===== src/rtl/vx_tcu_lsu_responder_pkg.sv =====
// Shared tensor-core types and defaults for the TCU load/store responder.
package vx_tcu_lsu_responder_pkg;

    localparam int unsigned XLEN            = 32;
    localparam int unsigned TCU_REQ_DEPTH   = 4;
    localparam int unsigned TCU_MAX_PENDING = 4;

    // One request-queue entry as accepted from the tensor core.
    typedef struct packed {
        logic [XLEN-1:0] addr;
        logic            load;
        logic [XLEN-1:0] wdata;
    } tcu_req_t;

endpackage


===== src/rtl/vx_tcu_lsu_responder_fifo_queue.sv =====
// In-order request queue; DEPTH must be a power of two so pointers wrap naturally.
module vx_tcu_lsu_responder_fifo_queue
    import vx_tcu_lsu_responder_pkg::*;
#(
    parameter int unsigned DEPTH = TCU_REQ_DEPTH
) (
    input  logic     clk,
    input  logic     reset,
    input  logic     push,
    input  logic     pop,
    input  tcu_req_t wdata,
    output tcu_req_t rdata,
    output logic     empty,
    output logic     full
);

    localparam int unsigned PTR_W = $clog2(DEPTH);
    localparam logic [PTR_W-1:0] PTR_ONE = {{(PTR_W-1){1'b0}}, 1'b1};
    localparam logic [PTR_W:0]   CNT_ONE = {{PTR_W{1'b0}}, 1'b1};
    localparam logic [PTR_W:0]   CNT_MAX = (PTR_W+1)'(DEPTH);

    tcu_req_t         mem_q [DEPTH];
    logic [PTR_W-1:0] rd_ptr_q, wr_ptr_q;
    logic [PTR_W:0]   count_q;
    logic             do_push, do_pop;

    assign empty   = (count_q == '0);
    assign full    = (count_q == CNT_MAX);
    // A push into a full queue is refused even if the head leaves this cycle.
    assign do_push = push & ~full;
    assign do_pop  = pop & ~empty;
    assign rdata   = mem_q[rd_ptr_q];

    // Pointer and occupancy tracking.
    always_ff @(posedge clk or negedge reset) begin
        if (!reset) begin
            rd_ptr_q <= '0;
            wr_ptr_q <= '0;
            count_q  <= '0;
        end else begin
            if (do_push) wr_ptr_q <= wr_ptr_q + PTR_ONE;
            if (do_pop)  rd_ptr_q <= rd_ptr_q + PTR_ONE;
            if (do_push && !do_pop)      count_q <= count_q + CNT_ONE;
            else if (!do_push && do_pop) count_q <= count_q - CNT_ONE;
        end
    end

    // Entry storage; contents are meaningless until written, so no reset.
    always_ff @(posedge clk) begin
        if (do_push) mem_q[wr_ptr_q] <= wdata;
    end

endmodule


===== src/rtl/vx_tcu_lsu_responder.sv =====
// Bridges tensor-core loads/stores to memory: queues requests, issues them in order
// with rolling tags, and returns load data through a one-entry response buffer.
module vx_tcu_lsu_responder
    import vx_tcu_lsu_responder_pkg::*;
#(
    parameter int unsigned REQ_DEPTH   = TCU_REQ_DEPTH,
    parameter int unsigned MAX_PENDING = TCU_MAX_PENDING,
    localparam int unsigned TAG_W      = $clog2(MAX_PENDING)
) (
    input  logic            clk,
    input  logic            reset,
    input  logic            tcu_ready,
    input  logic [XLEN-1:0] tcu_addr,
    input  logic            tcu_load,
    input  logic [XLEN-1:0] tcu_wdata,
    output logic            tcu_valid,
    output logic            tcu_rsp_valid,
    output logic [XLEN-1:0] tcu_rsp_data,
    input  logic            tcu_rsp_ready,
    output logic            mem_req_valid,
    output logic            mem_req_rw,
    output logic [XLEN-1:0] mem_req_addr,
    output logic [XLEN-1:0] mem_req_data,
    output logic [TAG_W-1:0] mem_req_tag,
    input  logic            mem_req_ready,
    input  logic            mem_rsp_valid,
    input  logic [XLEN-1:0] mem_rsp_data,
    input  logic [TAG_W-1:0] mem_rsp_tag,
    output logic            mem_rsp_ready,
    output logic            tag_err
);

    localparam logic [TAG_W:0]   PEND_MAX = (TAG_W+1)'(MAX_PENDING);
    localparam logic [TAG_W:0]   PEND_ONE = {{TAG_W{1'b0}}, 1'b1};
    localparam logic [TAG_W-1:0] TAG_ONE  = {{(TAG_W-1){1'b0}}, 1'b1};

    tcu_req_t        push_entry, head;
    logic            q_empty, q_full;
    logic            mem_fire, load_issue, rsp_fire, rsp_accept;
    logic [TAG_W:0]  pending_q, pending_d;
    logic [TAG_W-1:0] issue_tag_q, issue_tag_d;
    logic [TAG_W-1:0] exp_tag_q, exp_tag_d;
    logic            tag_err_q, tag_err_d;
    logic            rsp_valid_q, rsp_valid_d;
    logic [XLEN-1:0] rsp_data_q, rsp_data_d;

    assign push_entry = '{addr: tcu_addr, load: tcu_load, wdata: tcu_wdata};
    // Gated by reset so nothing is acknowledged while the block is held in reset.
    assign tcu_valid  = reset & tcu_ready & ~q_full;

    vx_tcu_lsu_responder_fifo_queue #(
        .DEPTH (REQ_DEPTH)
    ) u_req_queue (
        .clk   (clk),
        .reset (reset),
        .push  (tcu_valid),
        .pop   (mem_fire),
        .wdata (push_entry),
        .rdata (head),
        .empty (q_empty),
        .full  (q_full)
    );

    // Stores never wait on the pending limit since they produce no response.
    assign mem_req_valid = ~q_empty & (~head.load | (pending_q < PEND_MAX));
    assign mem_req_rw    = ~head.load;
    assign mem_req_addr  = head.addr;
    assign mem_req_data  = head.wdata;
    assign mem_req_tag   = head.load ? issue_tag_q : '0;
    assign mem_fire      = mem_req_valid & mem_req_ready;
    assign load_issue    = mem_fire & head.load;

    assign mem_rsp_ready = ~rsp_valid_q | tcu_rsp_ready;
    assign rsp_fire      = mem_rsp_valid & mem_rsp_ready;
    // Responses with nothing outstanding (e.g. for requests lost to reset) are dropped.
    assign rsp_accept    = rsp_fire & (pending_q != '0);

    assign tcu_rsp_valid = rsp_valid_q;
    assign tcu_rsp_data  = rsp_data_q;
    assign tag_err       = tag_err_q;

    // Next-state for tag/pending bookkeeping and the response buffer.
    always_comb begin
        pending_d   = pending_q;
        issue_tag_d = issue_tag_q;
        exp_tag_d   = exp_tag_q;
        tag_err_d   = tag_err_q;
        rsp_valid_d = rsp_valid_q;
        rsp_data_d  = rsp_data_q;

        if (load_issue) issue_tag_d = issue_tag_q + TAG_ONE;

        if (load_issue && !rsp_accept)      pending_d = pending_q + PEND_ONE;
        else if (!load_issue && rsp_accept) pending_d = pending_q - PEND_ONE;

        if (rsp_fire && !rsp_accept) tag_err_d = 1'b1;

        if (rsp_accept) begin
            exp_tag_d   = exp_tag_q + TAG_ONE;
            if (mem_rsp_tag != exp_tag_q) tag_err_d = 1'b1;
            rsp_valid_d = 1'b1;
            rsp_data_d  = mem_rsp_data;
        end else if (tcu_rsp_ready) begin
            rsp_valid_d = 1'b0;
        end
    end

    // State registers.
    always_ff @(posedge clk or negedge reset) begin
        if (!reset) begin
            pending_q   <= '0;
            issue_tag_q <= '0;
            exp_tag_q   <= '0;
            tag_err_q   <= 1'b0;
            rsp_valid_q <= 1'b0;
            rsp_data_q  <= '0;
        end else begin
            pending_q   <= pending_d;
            issue_tag_q <= issue_tag_d;
            exp_tag_q   <= exp_tag_d;
            tag_err_q   <= tag_err_d;
            rsp_valid_q <= rsp_valid_d;
            rsp_data_q  <= rsp_data_d;
        end
    end

endmodule


===== config.mk =====
export PLATFORM = sky130hd
export DESIGN_NAME = vx_tcu_lsu_responder
export DESIGN_NICKNAME = d
export VERILOG_FILES = /design/src/rtl/vx_tcu_lsu_responder_pkg.sv /design/src/rtl/vx_tcu_lsu_responder_fifo_queue.sv /design/src/rtl/vx_tcu_lsu_responder.sv
export SDC_FILE = /design/constraint.sdc
export NUM_CORES = 1
export LEC_CHECK = 0
export CORE_MARGIN = 8
export CORE_UTILIZATION = 56
export CTS_CLUSTER_DIAMETER = 60
export CTS_CLUSTER_SIZE = 25
export DETAILED_ROUTE_END_ITERATION = 6
export PLACE_DENSITY = 0.95
export SYNTH_ARGS = -nofsm -noshare
export SYNTH_HDL_FRONTEND = slang
export SYNTH_HIERARCHICAL = 1
export SYNTH_SLANG_ARGS = --single-unit

===== constraint.sdc =====
create_clock -name clk -period 8.22 [get_ports clk]
set_input_delay 0.822 -clock clk [delete_from_list [all_inputs] [get_ports clk]]
set_output_delay 0.822 -clock clk [all_outputs]
set_load 0.005 [all_outputs]

==> results.md <==
* H-tree Lvls at 1
* Power density over cell area at 321 nW/um^2
* Core ar. at 20300 sq um
* Final hold slack at 476 ps
* Pin count of the biggest net entering global routing at 66
* Post-synthesis mux area share at 16.9%
* Reg2reg start: u_req_queue/rd_ptr_q[0]$_DFFE_PN0P_
* Die Span Y at 160 um
* Die footprint at 25600 sq um
* Status: finished, final reports clean
* Sequential-to-total area share from yosys stat at 77.6%
* Cts bufs inserted at 19
* Primary FF master, synth: edfxtp_1
* Critical Path Stages at 4
* Adder-Cell Fraction of Synth Area at 0.992%
* Asr flop ratio synth at 15.6%
* RD Place Congestion at 0.722
* Number of max-cap violations at 0
* Largest family of logic cells by synthesized area: multiplexers
* Post_cts resized at 0
* FP Rows at 52
* DRT Pass-1 Iters at 5
* 1st-iter DRT viols at 349
* Post-synthesis simple-gate area fraction at 1.46%
* CP startpoint: u_req_queue/rd_ptr_q[0]$_DFFE_PN0P_
* Rel. slew slack at 30.3%
* Via/cell ratio at 5.64
* Post-synth EDFFs at 260
* Yosys reg bits at 308
* Worst Tran Pin Value at 1050 ps
* Yosys top cell area share at 67.3%
* Met2 wire len at 12100 um
* Mapped Cells at 484
* Post-Synthesis Cell Area at 11600 sq um
* Clock transition at path regs at 90 ps
* Port Buffer Count at 208
* CTS tree: built
* Worst skew pair latency at 510 ps
* Xor and xnor area share after synthesis at 1.13%
* Clock sinks at 308
* Synth area leaders: edfxtp_1, mux4_2, dfrtp_1, mux2_4, mux2_2
* Max incr delay on CP at 830 ps
* CP arrival at 3570 ps
* CP delay by family, top: buffers and inverters
* Synth top cells by count: edfxtp_1, mux4_2, dfrtp_1, mux2_4
* # DRC at 0
* FMAX at 228 MHz
* First-pass GRT wire length at 36400 um
* ANT cells at 0
* Worst Clk Skew at 18.9 ps
* Final min period at 4390 ps
* Via count at 5515
* Max layer used: met4
* Reg2Reg Setup Slack at 4330 ps
* Post-synth cell types at 31
* CP Capture Type: output pin
* Mapped Avg Cell Area at 24.0 sq um
* Setup Buffers After CTS at 0
* Grt ovf at 0
* R2R cell count at 9
* Met1 Wirelength at 9140 um
* Vias in the first global route at 6225
* DP HPWL at 15100 um
* Cell-by-cell trace of the critical path: buf_4 > mux4_2 > a21oi_1 > clkdlybuf4s50_1
* Startpoint types: flip-flop
* Critical path class: reg -> out
* Clock buffer depth at 3
* Worst Hold Class: in -> async
* Final setup violation count at 0
* Worst path slowest cell: buf_4
* Routed Antenna Nets at 0
* Wire length on met3 at 2100 um
* Synth-to-Final Area Change at 24.8%
* Leakage power at 4.93 nW
* DR WL/cell at 24.2 um
* Final Slew Violations at 0
* Final Hold Viols at 0
* Worst EP required at 7400 ps
* Post-CTS Hold Fix Bufs at 0
* CP endpoint: mem_req_valid
* IO Pins at 209
* Final period util at 53.5%
* CP Buf/Inv Count at 2
* Synth area leader: edfxtp_1
* Setup TNS at 0 ps
* Reg2reg end: u_req_queue/count_q[1]$_DFFE_PN0P_
* Fraction of layout cells with a size suffix above 1 at 20.3%
* Die width at 160 um
* CTS Root Cell: clkbuf_16
* Peak supply drop at 0.195 mV
* Antenna violations before repair at 0
* Gr usage total at 18.4%
* Most common cell in the netlist: edfxtp_1
* Total routed wirelength at 23700 um
* Post-Syn Nets at 597
* Final net count at 809
* Synth Area in Compound Gates at 0.0862%
* Unrepaired setup endpoints after global routing: false
* Worst-path fanout max at 52
* Synth warnings at 6
* Starting density of the core at 57.2%
-- logic make-up (layout without fill, tap and decap cells) --
kind of cell	Yosys count	count (layout)
AND/OR/NAND/NOR	26	26
adder cells (fa/ha/maj)	8	8
AO/OA/AOI/OAI	2	2
buffers and inverters	25	249
XOR/XNOR	15	15
multiplexers	100	100
flip-flops	308	308
-- layout by cell type (no fill, tap or decap), drive strengths merged, types with 2 or more instances in the layout --
cell type / instances
inv: 12
clkinv: 3
xor2: 7
mux4: 65
mux2: 35
and2: 7
fa: 2
nor3: 2
clkinvlp: 2
nand2: 4
xnor2: 8
edfxtp: 260
a21oi: 2
clkdlybuf4s50: 207
ha: 6
clkbuf: 21
nor2: 4
buf: 3
dfrtp: 48
-- layout make-up --
type	instances	area [sq um]
Multi-Input combinational cell	151	2390
Clock buffer	21	483
Clock inverter	12	148
Sequential cell	308	9010
Timing Repair Buffer	210	2090
Tap cell	270	338
Inverter	6	22.5
Fill cell	1178	5810
-- worst min path at each step --
| stage | to | slack, ps | depth (start not counted) |
|---|---|---|---|
| after floorplan | issue_tag_q[1]$_DFFE_PN0P_ | 440 | 1 |
| after global placement | u_req_queue/rd_ptr_q[1]$_DFFE_PN0P_ | 460 | 1 |
| after detailed placement | issue_tag_q[1]$_DFFE_PN0P_ | 470 | 1 |
| after CTS | u_req_queue/rd_ptr_q[1]$_DFFE_PN0P_ | 480 | 1 |
| after global routing | issue_tag_q[1]$_DFFE_PN0P_ | 500 | 1 |
| final | tcu_rsp_data[24]$_DFFE_PN0P_ | 480 | 1 |
-- power by group --
| group | total (mW) | internal (mW) | switching [mW] | leakage [nW] |
|---|---|---|---|---|
| Combinational | 1.57 | 0.964 | 0.605 | 1.72 |
| Clock | 0.993 | 0.483 | 0.510 | 0.301 |
| Sequential | 2.10 | 1.96 | 0.140 | 2.91 |
| Total | 4.66 | 3.40 | 1.25 | 4.93 |
-- through the flow --
step	area (sq um)	instances	worst slack, ps	power (mW)	util (%)
2_1_floorplan	11600	484	4960	2.95	-
6_report	14500	978	3830	4.66	71.4
3_3_place_gp	13900	945	4320	3.65	68.3
5_1_grt	14500	978	3580	4.88	71.4
4_1_cts	14500	978	3750	4.72	71.4
3_5_place_dp	13900	945	4290	3.72	68.3
-- layer usage --
layer	track usage, %	vias to the layer above
met5	0	-
met4	4.16	0
met3	5.19	22
met2	31.3	272
met1	23.1	2835
li1	-	2386
-- state kept, by name (all words and copies together), names as in the netlist --
| signal | flops |
|---|---|
| u_req_queue/count_q | 3 |
| tcu_rsp_data | 32 |
| issue_tag_q | 2 |
| pending_q | 3 |
| u_req_queue/wr_ptr_q | 2 |
| tag_err | 1 |
| tcu_rsp_valid | 1 |
| u_req_queue/mem_q | 260 |
| exp_tag_q | 2 |
| u_req_queue/rd_ptr_q | 2 |
Power figures use the tool's default switching activity.
